==> src/rtl/pwm_pkg.sv <==
// Shared PWM/LED-dimmer constants: counter width, dimmer FSM encoding, duty clamp.
// Used by counter, pwm_dimmer and the LED top level.
package pwm_pkg;

    localparam int PWM_CW = 4;

    typedef enum logic [1:0] {
        S_IDLE = 2'd0,
        S_PEND = 2'd1,
        S_RAMP = 2'd2
    } pwm_state_e;

    function automatic logic [15:0] duty_clamp(
        input logic [15:0] v,
        input logic [15:0] lim
    );
        return (v > lim) ? lim : v;
    endfunction

endpackage

==> src/rtl/pwm_fade_step.sv <==
// Wrap divider and +/-1 duty stepper for fading (built only with PWM_FADE_EN).
// tick marks every FADE_DIV-th wrap counted from the last restart.
module pwm_fade_step
    import pwm_pkg::*;
#(
    parameter int CW       = PWM_CW,
    parameter int FADE_DIV = 4
) (
    input  logic        clk,
    input  logic        rst,
    input  logic        wrap,
    input  logic        restart,
    input  logic [CW:0] active,
    input  logic [CW:0] target,
    output logic        tick,
    output logic [CW:0] stepped
);

    logic [7:0] div;

    assign tick = wrap && (div == 8'(FADE_DIV - 1));

    always_ff @(posedge clk) begin
        if (rst || restart) begin
            div <= '0;
        end else if (wrap) begin
            div <= tick ? '0 : div + 8'd1;
        end
    end

    always_comb begin
        stepped = active;
        if (target > active) begin
            stepped = active + (CW+1)'(1);
        end else if (target < active) begin
            stepped = active - (CW+1)'(1);
        end
    end

endmodule

==> src/rtl/pwm_dimmer.sv <==
// PWM compare stage with double-buffered duty committed at period wrap.
// Define PWM_FADE_EN to fade the active duty toward new targets in +/-1 steps.
module pwm_dimmer
    import pwm_pkg::*;
#(
    parameter int CW = PWM_CW
`ifdef PWM_FADE_EN
    ,
    parameter int FADE_DIV = 4
`endif
) (
    input  logic          clk,
    input  logic          rst,
    input  logic [CW-1:0] count,
    input  logic [CW:0]   duty_in,
    input  logic          duty_wr,
    output logic          duty_busy,
    output logic [CW:0]   duty_active,
    output logic          period_start,
    output logic          pwm_out
);

    pwm_state_e  state, state_nxt;
    logic [CW:0] pending;
    logic [CW:0] duty_cap;
    logic [CW:0] duty_next;
    logic        wrap;

    assign wrap      = (count == '0);
    assign duty_busy = (state != S_IDLE);
    assign duty_cap  = (CW+1)'(duty_clamp(16'(duty_in), 16'(1 << CW)));

`ifdef PWM_FADE_EN
    logic        tick;
    logic        restart;
    logic [CW:0] stepped;

    pwm_fade_step #(
        .CW      (CW),
        .FADE_DIV(FADE_DIV)
    ) u_fade (
        .clk    (clk),
        .rst    (rst),
        .wrap   (wrap),
        .restart(restart),
        .active (duty_active),
        .target (pending),
        .tick   (tick),
        .stepped(stepped)
    );

    always_comb begin
        state_nxt = state;
        duty_next = duty_active;
        restart   = 1'b0;
        case (state)
            S_IDLE: if (duty_wr) state_nxt = S_PEND;
            S_PEND: begin
                if (!duty_wr && wrap) begin
                    restart   = 1'b1;
                    duty_next = stepped;
                    state_nxt = (stepped == pending) ? S_IDLE : S_RAMP;
                end
            end
            S_RAMP: begin
                if (tick && duty_active != pending) duty_next = stepped;
                // a write here retargets; stay ramping until it is seen
                if (!duty_wr && duty_next == pending) state_nxt = S_IDLE;
            end
            default: state_nxt = S_IDLE;
        endcase
    end
`else
    always_comb begin
        state_nxt = state;
        duty_next = duty_active;
        case (state)
            S_IDLE: if (duty_wr) state_nxt = S_PEND;
            S_PEND: begin
                // a write on the wrap cycle defers the commit one period
                if (!duty_wr && wrap) begin
                    duty_next = pending;
                    state_nxt = S_IDLE;
                end
            end
            default: state_nxt = S_IDLE;
        endcase
    end
`endif

    always_ff @(posedge clk) begin
        if (rst) begin
            state        <= S_IDLE;
            pending      <= '0;
            duty_active  <= '0;
            pwm_out      <= 1'b0;
            period_start <= 1'b0;
        end else begin
            state        <= state_nxt;
            duty_active  <= duty_next;
            pwm_out      <= ({1'b0, count} < duty_next);
            period_start <= wrap;
            if (duty_wr) pending <= duty_cap;
        end
    end

endmodule

==> config.mk <==
export PLATFORM = sky130hd
export DESIGN_NAME = pwm_dimmer
export DESIGN_NICKNAME = d
export VERILOG_FILES = /design/src/rtl/pwm_pkg.sv /design/src/rtl/pwm_fade_step.sv /design/src/rtl/pwm_dimmer.sv
export SDC_FILE = /design/constraint.sdc
export NUM_CORES = 1
export LEC_CHECK = 0
export CAP_MARGIN = 40
export CORE_MARGIN = 2
export CORE_UTILIZATION = 25
export CTS_CLUSTER_DIAMETER = 120
export DETAILED_ROUTE_END_ITERATION = 6
export DONT_BUFFER_PORTS = 1
export GPL_ROUTABILITY_DRIVEN = 0
export GPL_TIMING_DRIVEN = 0
export HOLD_SLACK_MARGIN = 0.02
export SYNTH_ARGS = -nofsm -noshare
export SYNTH_HDL_FRONTEND = slang
export SYNTH_HIERARCHICAL = 1
export SYNTH_SLANG_ARGS = --single-unit
==> constraint.sdc <==
create_clock -name clk -period 3.1 [get_ports clk]
set_clock_uncertainty 0.05 [all_clocks]
set_input_delay 0.62 -clock clk [delete_from_list [all_inputs] [get_ports clk]]
set_output_delay 0.62 -clock clk [all_outputs]
set_load 0.05 [all_outputs]
==> summary.txt, run 1 <==
Status
  – Result of the run: finished, final reports clean

GRT
  – Maximum number of pins on one net before global-route repair: 11
  – Busiest layer in global routing: met2
  – Met2 track utilization from global routing: 0.139
  – First-pass GRT wire length: 1640 microns
  – Met3 capacity usage during global routing: 0.0287
  – Via count of the first global-routing pass: 376
  – Routing usage on met1: 0.0912
  – Total gr overflow: 0
  – Initial antenna violation count: 0
  – Global router's overall resource usage: 0.0842

Synth
  – Yosys top cell by area: dfxtp_1
  – Mean Syn Cell Area: 10.1 sq um
  – Cells taking the most area after synthesis: dfxtp_1 (45%), mux2i_2 (7.2%), ha_1 (6.5%), nand3b_1 (6.5%), a21oi_1 (6.1%)
  – Most used standard cell by instance count after synthesis: dfxtp_1
  – Count of flip-flops with a built-in enable after synthesis: 0
  – Share of flip-flops with an asynchronous set or reset after synthesis: 0
  – Mapped Area: 576 sq um
  – Sequential share of the synthesized area: 0.452
  – Number of storage elements in the synthesis netlist: 13
  – Share of the synthesized area in the top cell type: 0.452
  – Most used flip-flop cell after synthesis: dfxtp_1
  – Instance count of the mapped netlist: 57
  – Most instantiated cells after synthesis: dfxtp_1 (13), nor2_1 (9), a21oi_1 (7)
  – Number of synthesis warnings: 6
  – Nets in the synthesized netlist: 72
  – Distinct cells, synth: 17

Floorplan
  – Ports placed on the boundary: 20
  – Starting density of the core: 0.263
  – Die outline area: 2700 sq um
  – Count of standard-cell rows: 17
  – Horizontal extent of the die: 52.0 microns
  – Chip height: 52.0 microns
  – Core Area: 2190 sq um

Power and ir drop
  – Static Leak: 0.242 nW
  – Peak VDD IR: 0.181 mV
  – Post-layout power: 304 uW
  – PD cells: 478 nW/um^2

Setup path
  – Flop2flop setup slack: 620 ps
  – Critical Setup Path Class: input pin to flop
  – Max incr delay on CP: 540 ps
  – Arr. time, crit path: 2790 ps
  – Data required, critical path: 3240 ps
  – Cells along the critical path: or4_4 -> or3b_1 -> buf_6 -> mux2i_2 -> ha_1 -> a21o_1 -> a21oi_1 -> a211oi_1 -> a311oi_1
  – Startpoint types: input pin
  – Worst-case reg-to-reg path depth: 8
  – Worst reg2reg endpoint: pwm_out$_SDFF_PP0_
  – Highest fanout seen on the critical path: 7
  – Crit path max-delay cell type: or4_4
  – Startpoint of the worst register-to-register path: state[0]$_SDFFE_PP0P_
  – Critical path endpoint category: flop

Timing
  – Maximum clock rate: 378 MHz
  – Worst hold slack: 345 ps
  – Final number of max-transition violations: 0
  – Number of failing hold endpoints at the final stage: 0
  – Worst slew margin relative to its limit: 0.625
  – Setup violators final: 0
  – Worst Tran Pin Value: 562 ps
  – Final sum of negative setup slack: 0 ps
  – Time the worst path needs with I/O delays and setup: 2650 ps
  – Unrepaired setup endpoints after global routing: false
  – Period utilisation layout: 0.854

Route
  – Post-DR vias/cell: 4.79
  – Number of DRC violations after detailed routing: 0
  – Routed Wire Length: 1070 microns
  – Count of antenna-violating nets left after detailed routing: 0
  – Vias after detailed routing: 426
  – First-pass iteration count of the detailed router: 2
  – Average wire length per cell after detail routing: 12.0 microns
  – Number of design-rule violations left by the first detailed-router iteration: 1

Clock network
  – Number of setup buffers added after CTS: 0
  – CTS Buffer Depth: 2
  – CTS Buf Count: 3
  – Number of hold buffers added after CTS: 0
  – Total of cells resized after clock tree synthesis: 0
  – CTS tree: yes
  – CTS Sinks: 13
  – CTS clk-pin slew, worst paths: 80 ps
  – CTS root buffer: clkbuf_4
  – Clock latency reported for the late side of the worst-skew pair: 280 ps
  – Htree depth: 1

Place
  – Cell area after placement: 611 sq um
  – Count of input and output buffers: 0
  – HPWL reported at the end of detailed placement: 898 microns

Worst hold path
  – HP Class: input pin to flop
  – Number of instances on the worst hold path: 1
  – Hold path start: rst
  – Hold path endpoint: pending[0]$_SDFFE_PP0P_

Final layout
  – Share of layout cells above drive strength 1: 0.131
  – Final antenna diode count: 0
  – Final Net Count: 77
  – Filler Cell Count: 236
  – Layout overhead on the synthesized area: 10.7%
  – Final design instance area without fill: 637 sq um

Flow run
  – Max-cap check violation count: 0
state kept, by name (all words and copies together), names as in the netlist:
name and cells:
pwm_out 1, state 1, period_start 1, pending 5
duty_active 5
how the worst max path moves through the flow:
stage	start	to	slack, ps	cells after the start
4_1_cts	count[1]	pwm_out$_SDFF_PP0_	430	9
6_report	count[1]	pwm_out$_SDFF_PP0_	450	9
5_1_grt	count[1]	pwm_out$_SDFF_PP0_	290	9
3_3_place_gp	count[1]	pwm_out$_SDFF_PP0_	180	9
3_5_place_dp	count[1]	pwm_out$_SDFF_PP0_	130	9
2_1_floorplan	count[1]	pwm_out$_SDFF_PP0_	280	9
layout make-up:
type,instances,area [sq um],area share
Multi-Input combinational cell,41,297,0.466
Buffer,3,18.8,0.0295
Sequential cell,13,260,0.409
Tap cell,28,35.0,0.0550
Clock buffer,4,26.3,0.0413
report_power, final:
group	switching [mW]	internal, mW
combinational	0.00855	0.00916
sequential	0.00994	0.172
clock	0.0551	0.0499
total	0.0736	0.231
cell families (layout without fill, tap and decap cells):
family	Yosys count	after routing	share of synthesized area
adder cells (fa/ha/maj)	3	3	0.0652
flip-flops	13	13	0.452
multiplexers	6	6	0.124
AND/OR/NAND/NOR	22	22	0.224
buffers and inverters	3	7	0.0326
AO/OA/AOI/OAI	10	10	0.102
through the flow:
stage / worst slack (ps) / cells / util
final: 451 / 89 / 0.291
after global routing: 289 / 89 / 0.291
after CTS: 428 / 89 / 0.291
after detailed placement: 134 / 85 / 0.279
after global placement: 179 / 85 / 0.279
after floorplan: 283 / 57 / -
critical path, delay by kind of cell:
family                   cells  cell delay (ps)
AND/OR/NAND/NOR              2              920
AO/OA/AOI/OAI                4              620
adder cells (fa/ha/maj)      1              270
multiplexers                 1              200
buffers and inverters        1              150
cell usage in the layout, fill, tap and decap left out, drive strengths merged:
cell type,count
a311oi,1
or3b,1
buf,1
clkbuf,6
a211oi,1
nor2,9
a21oi,7
and3,1
nand3b,5
or4,1
mux2i,6
nand2b,4
ha,3
a21o,1
dfxtp,13
nor2b,1
routing by layer:
| layer | wire (microns) | part of all wire |
|---|---|---|
| met1 | 468 | 0.44 |
| met2 | 486 | 0.45 |
| met3 | 94 | 0.088 |
| met4 | 22 | 0.021 |
| met5 | 0 | 0 |
Power figures use the tool's default switching activity.
==> run 2, diff against run 1 <==
CELL_PAD_IN_SITES_DETAIL_PLACEMENT = 1   (was unset)
CELL_PAD_IN_SITES_GLOBAL_PLACEMENT = 1   (was unset)
PLACE_DENSITY_LB_ADDON = 0.1   (was unset)
==> run 2 against run 1 <==
Register-to-register slack worse by 30 ps. Cell count unchanged. Clock-buffer cell count unchanged. Largest power group unchanged. Global-route usage up 2.9 points. Critical path type unchanged. Cell area unchanged. Largest cell class unchanged. Highest routed layer unchanged.
==> summary.txt, run 2 (synthesis gave the netlist of run 1 again) <==
Status
  – Result of the run: finished, final reports clean

Route
  – Count of antenna-violating nets left after detailed routing: 0
  – Routed Wire Length: 1300 microns
  – Post-DR vias/cell: 4.74
  – Average wire length per cell after detail routing: 14.6 microns
  – Number of design-rule violations left by the first detailed-router iteration: 1
  – Vias after detailed routing: 422
  – Number of DRC violations after detailed routing: 0
  – First-pass iteration count of the detailed router: 2

Floorplan
  – Starting density of the core: 0.263
  – Count of standard-cell rows: 17
  – Chip height: 52.0 microns
  – Ports placed on the boundary: 20
  – Horizontal extent of the die: 52.0 microns
  – Core Area: 2190 sq um
  – Die outline area: 2700 sq um

Timing
  – Maximum clock rate: 371 MHz
  – Period utilisation layout: 0.870
  – Number of failing hold endpoints at the final stage: 0
  – Unrepaired setup endpoints after global routing: false
  – Fin worst setup slack: 404 ps
  – Final sum of negative setup slack: 0 ps
  – Setup violators final: 0
  – Time the worst path needs with I/O delays and setup: 2700 ps
  – Worst Tran Pin Value: 553 ps
  – Worst hold slack: 350 ps
  – Worst slew margin relative to its limit: 0.631
  – Final number of max-transition violations: 0

Setup path
  – Arr. time, crit path: 2830 ps
  – Crit path max-delay cell type: or4_4
  – Cells along the critical path: or4_4 -> or3b_1 -> buf_6 -> mux2i_2 -> ha_1 -> a21o_1 -> a21oi_1 -> a211oi_1 -> a311oi_1
  – Largest delay share family, worst path: simple AND/OR/NAND/NOR gates
  – Startpoint of the worst setup timing path: count[1]
  – Startpoint of the worst register-to-register path: state[0]$_SDFFE_PP0P_
  – Startpoint types: input pin
  – Number of buffers and inverters on the critical path: 1
  – Critical path endpoint category: flop
  – Highest fanout seen on the critical path: 7
  – Max incr delay on CP: 550 ps
  – Data required, critical path: 3240 ps
  – Critical Setup Path Class: input pin to flop

Place
  – Cell total after placement: 85
  – HPWL reported at the end of detailed placement: 1010 microns
  – Cell area after placement: 611 sq um
  – Count of input and output buffers: 0
  – Post-Place Worst Slack: 91.8 ps

Final layout
  – Layout overhead on the synthesized area: 10.7%
  – Most common cell after layout, fill and taps aside: dfxtp_1
  – Final Instance Count excl. Fillers: 89
  – Most frequent cells in the layout: dfxtp_1 (13), nor2_1 (9), a21oi_1 (7), nand3b_1 (5), nand2b_1 (4)
  – Final antenna diode count: 0
  – Share of layout cells above drive strength 1: 0.131
  – Final design instance area without fill: 637 sq um
  – Final Net Count: 77
  – Biggest registers after layout: duty_active x5, pending x5

Clock network
  – CTS tree: yes
  – CTS Buffer Depth: 2
  – CTS clk-pin slew, worst paths: 80 ps
  – Htree depth: 1
  – CTS Sinks: 13
  – Number of hold buffers added after CTS: 0
  – Total of cells resized after clock tree synthesis: 0
  – CTS root buffer: clkbuf_4
  – Number of setup buffers added after CTS: 0
  – Clock latency reported for the late side of the worst-skew pair: 270 ps
  – CTS Buf Count: 3

GRT
  – Maximum number of pins on one net before global-route repair: 11
  – Initial antenna violation count: 0
  – First-pass GRT wire length: 2130 microns
  – Total gr overflow: 0
  – Global router's overall resource usage: 0.113
  – Via count of the first global-routing pass: 435

Flow run
  – Max-cap check violation count: 0

Power and ir drop
  – PD cells: 482 nW/um^2
  – Static Leak: 0.242 nW
  – Peak VDD IR: 0.135 mV

Worst hold path
  – Hold path start: rst
  – HP Class: input pin to flop
## run 2: final cells by class
class | count | area [sq um]
Multi-Input combinational cell | 41 | 297
Tap cell | 28 | 35.0
Fill cell | 254 | 1550
Buffer | 3 | 18.8
Sequential cell | 13 | 260
Clock buffer | 4 | 26.3
## run 2: per-layer routing
metal / GRT usage / routed length, microns / vias up
li1: - / - / 208
met1: 0.149 / 613 / 201
met2: 0.160 / 582 / 11
met3: 0.0345 / 87 / 2
met4: 0.0658 / 13 / 0
met5: 0 / 0 / -
## run 2: stage by stage
stage	power, mW	utilization
finish	0.307	0.291
global route	0.327	0.291
CTS	0.315	0.291
detailed placement	0.205	0.279
global placement	0.204	0.279
floorplan	0.200	-
## run 2: worst paths after layout
| path | end | slack [ps] | cells after the start |
|---|---|---|---|
| hold / removal | pending[0]$_SDFFE_PP0P_ | 350 | 1 |
| setup / recovery | pwm_out$_SDFF_PP0_ | 400 | 9 |
| hold reg to reg | pending[0]$_SDFFE_PP0P_ | 440 | 2 |
| setup reg to reg | pwm_out$_SDFF_PP0_ | 590 | 8 |
## run 2: where the power goes
group	internal [mW]	leakage, nW	total [mW]	switching, mW
registers	0.172	0.106	0.181	0.00992
clock network	0.0498	0.0150	0.107	0.0574
logic	0.00921	0.121	0.0183	0.00913
==> run 3, diff against run 2 <==
CORE_MARGIN = unset   (was 2)
==> run 3 against run 2 <==
Clock-buffer cell count fell by 1. Routed wire length down 3.0%. Non-clock buffer count did not move. Cell count unchanged. Register-to-register slack got worse by 50 ps. Cell area increased by 0.20%. Via count shrank 1.2%. Combinational power about the same. Sequential share of layout area decreased by 0.080 points. Critical endpoint unchanged. Largest cell class unchanged.
==> summary.txt, run 3 (synthesis gave the netlist of run 1 again) <==
Status
  – Result of the run: finished, final reports clean

Final layout
  – Most common cell after layout, fill and taps aside: dfxtp_1
  – Share of layout cells above drive strength 1: 0.148
  – Most frequent cells in the layout: dfxtp_1 (13), nor2_1 (9), a21oi_1 (7), nand3b_1 (5), nand2b_1 (4)
  – Filler Cell Count: 257
  – Final Net Count: 77
  – Final Instance Count excl. Fillers: 89
  – Final design instance area without fill: 638 sq um
  – Biggest registers after layout: duty_active x5, pending x5
  – Final design utilization: 0.291
  – Layout overhead on the synthesized area: 10.9%
  – Final antenna diode count: 0

Timing
  – Setup violators final: 0
  – Worst Tran Pin Value: 548 ps
  – Maximum clock rate: 366 MHz
  – Unrepaired setup endpoints after global routing: false
  – Worst hold slack: 342 ps
  – Final number of max-transition violations: 0
  – Worst slew margin relative to its limit: 0.634
  – Final sum of negative setup slack: 0 ps
  – Period utilisation layout: 0.880
  – Number of failing hold endpoints at the final stage: 0
  – Time the worst path needs with I/O delays and setup: 2730 ps

Route
  – Routed Wire Length: 1260 microns
  – Number of DRC violations after detailed routing: 0
  – Post-DR vias/cell: 4.69
  – Number of design-rule violations left by the first detailed-router iteration: 0
  – Vias after detailed routing: 417
  – Average wire length per cell after detail routing: 14.1 microns
  – Count of antenna-violating nets left after detailed routing: 0
  – First-pass iteration count of the detailed router: 1

Floorplan
  – Chip height: 50.0 microns
  – Horizontal extent of the die: 50.0 microns
  – Ports placed on the boundary: 20
  – Die outline area: 2500 sq um
  – Count of standard-cell rows: 17
  – Starting density of the core: 0.263
  – Core Area: 2190 sq um

Setup path
  – Worst reg2reg endpoint: pwm_out$_SDFF_PP0_
  – Worst-case reg-to-reg path depth: 8
  – Crit path max-delay cell type: or4_4
  – Arr. time, crit path: 2860 ps
  – Highest fanout seen on the critical path: 7
  – Number of buffers and inverters on the critical path: 1
  – Startpoint types: input pin
  – Critical Setup Path Class: input pin to flop
  – Largest delay share family, worst path: simple AND/OR/NAND/NOR gates
  – Setup crit end: pwm_out$_SDFF_PP0_
  – Startpoint of the worst setup timing path: count[1]
  – Startpoint of the worst register-to-register path: state[0]$_SDFFE_PP0P_
  – Number of cells on the critical path: 9
  – Data required, critical path: 3230 ps
  – Max incr delay on CP: 550 ps
  – Flop2flop setup slack: 540 ps
  – Critical path endpoint category: flop
  – Cells along the critical path: or4_4 -> or3b_1 -> buf_6 -> mux2i_2 -> ha_1 -> a21o_1 -> a21oi_1 -> a211oi_1 -> a311oi_1

Power and ir drop
  – Peak VDD IR: 0.198 mV
  – PD cells: 484 nW/um^2
  – Power Internal: 229 uW
  – Comb power frac: 0.060
  – Part of the power in the clock network: 0.353
  – Switching fraction of total power: 0.260
  – Register share of total power: 0.587
  – Power spent charging and discharging nets: 80.2 uW
  – Static Leak: 0.245 nW

Clock network
  – CTS tree: yes
  – CTS Sinks: 13
  – Clock latency reported for the late side of the worst-skew pair: 280 ps
  – Htree depth: 1
  – Total of cells resized after clock tree synthesis: 0
  – Number of hold buffers added after CTS: 0
  – CTS root buffer: clkbuf_4
  – Number of setup buffers added after CTS: 0
  – CTS clk-pin slew, worst paths: 90 ps
  – CTS Buf Count: 3
  – CTS Buffer Depth: 2

Place
  – Cell area after placement: 611 sq um
  – Cell total after placement: 85
  – HPWL reported at the end of detailed placement: 983 microns
  – Count of input and output buffers: 0

Flow run
  – Max-cap check violation count: 0

GRT
  – Global router's overall resource usage: 0.122
  – Initial antenna violation count: 0
  – Maximum number of pins on one net before global-route repair: 11
  – Total gr overflow: 0
  – First-pass GRT wire length: 2120 microns
  – Via count of the first global-routing pass: 428

Worst hold path
  – HP Class: input pin to flop
[run 3: cell types whose count changed in the layout (fill, tap and decap cells not counted)]
cell | before | now
clkinv_2 | 0 | 1
clkbuf_1 | 3 | 2
[run 3: power groups by stage]
stage | registers (mW) | logic, mW | clock network, mW
after floorplan | 0.185 | 0.0152 | 0
after global placement | 0.185 | 0.0187 | 0
after detailed placement | 0.186 | 0.0188 | 0
after CTS | 0.182 | 0.0189 | 0.116
after global routing | 0.182 | 0.0218 | 0.126
final | 0.181 | 0.0184 | 0.109
[run 3: layer usage]
| layer | global-route usage | part of all wire |
|---|---|---|
| met2 | 0.169 | 0.44 |
| met1 | 0.141 | 0.46 |
| met3 | 0.0833 | 0.085 |
| met5 | 0 | 0 |
| met4 | 0.0571 | 0.011 |
[run 3: final cells by class]
cell class / count / area (sq um) / area share
buffer: 3 / 18.8 / 0.0294
clock buffer: 3 / 22.5 / 0.0353
clock inverter: 1 / 5.00 / 0.00784
multi-input combinational: 41 / 297 / 0.465
sequential: 13 / 260 / 0.408
tap: 28 / 35.0 / 0.0549
[run 3: how the worst min path moves through the flow]
stage                                  startpoint  cells after the start                 endpoint
after CTS                                     rst                      1  pending[0]$_SDFFE_PP0P_
after global routing                          rst                      1  pending[1]$_SDFFE_PP0P_
after detailed placement  pending[2]$_SDFFE_PP0P_                      2  pending[2]$_SDFFE_PP0P_
after floorplan           pending[1]$_SDFFE_PP0P_                      2  pending[1]$_SDFFE_PP0P_
after global placement    pending[1]$_SDFFE_PP0P_                      2  pending[1]$_SDFFE_PP0P_
final                                         rst                      1  pending[0]$_SDFFE_PP0P_
[run 3: metrics by stage]
step                      total power [mW]  setup WS [ps]
after floorplan                      0.200            283
after global placement               0.204            118
after detailed placement             0.204           59.6
after CTS                            0.316            357
after global routing                 0.330            246
final                                0.309            371
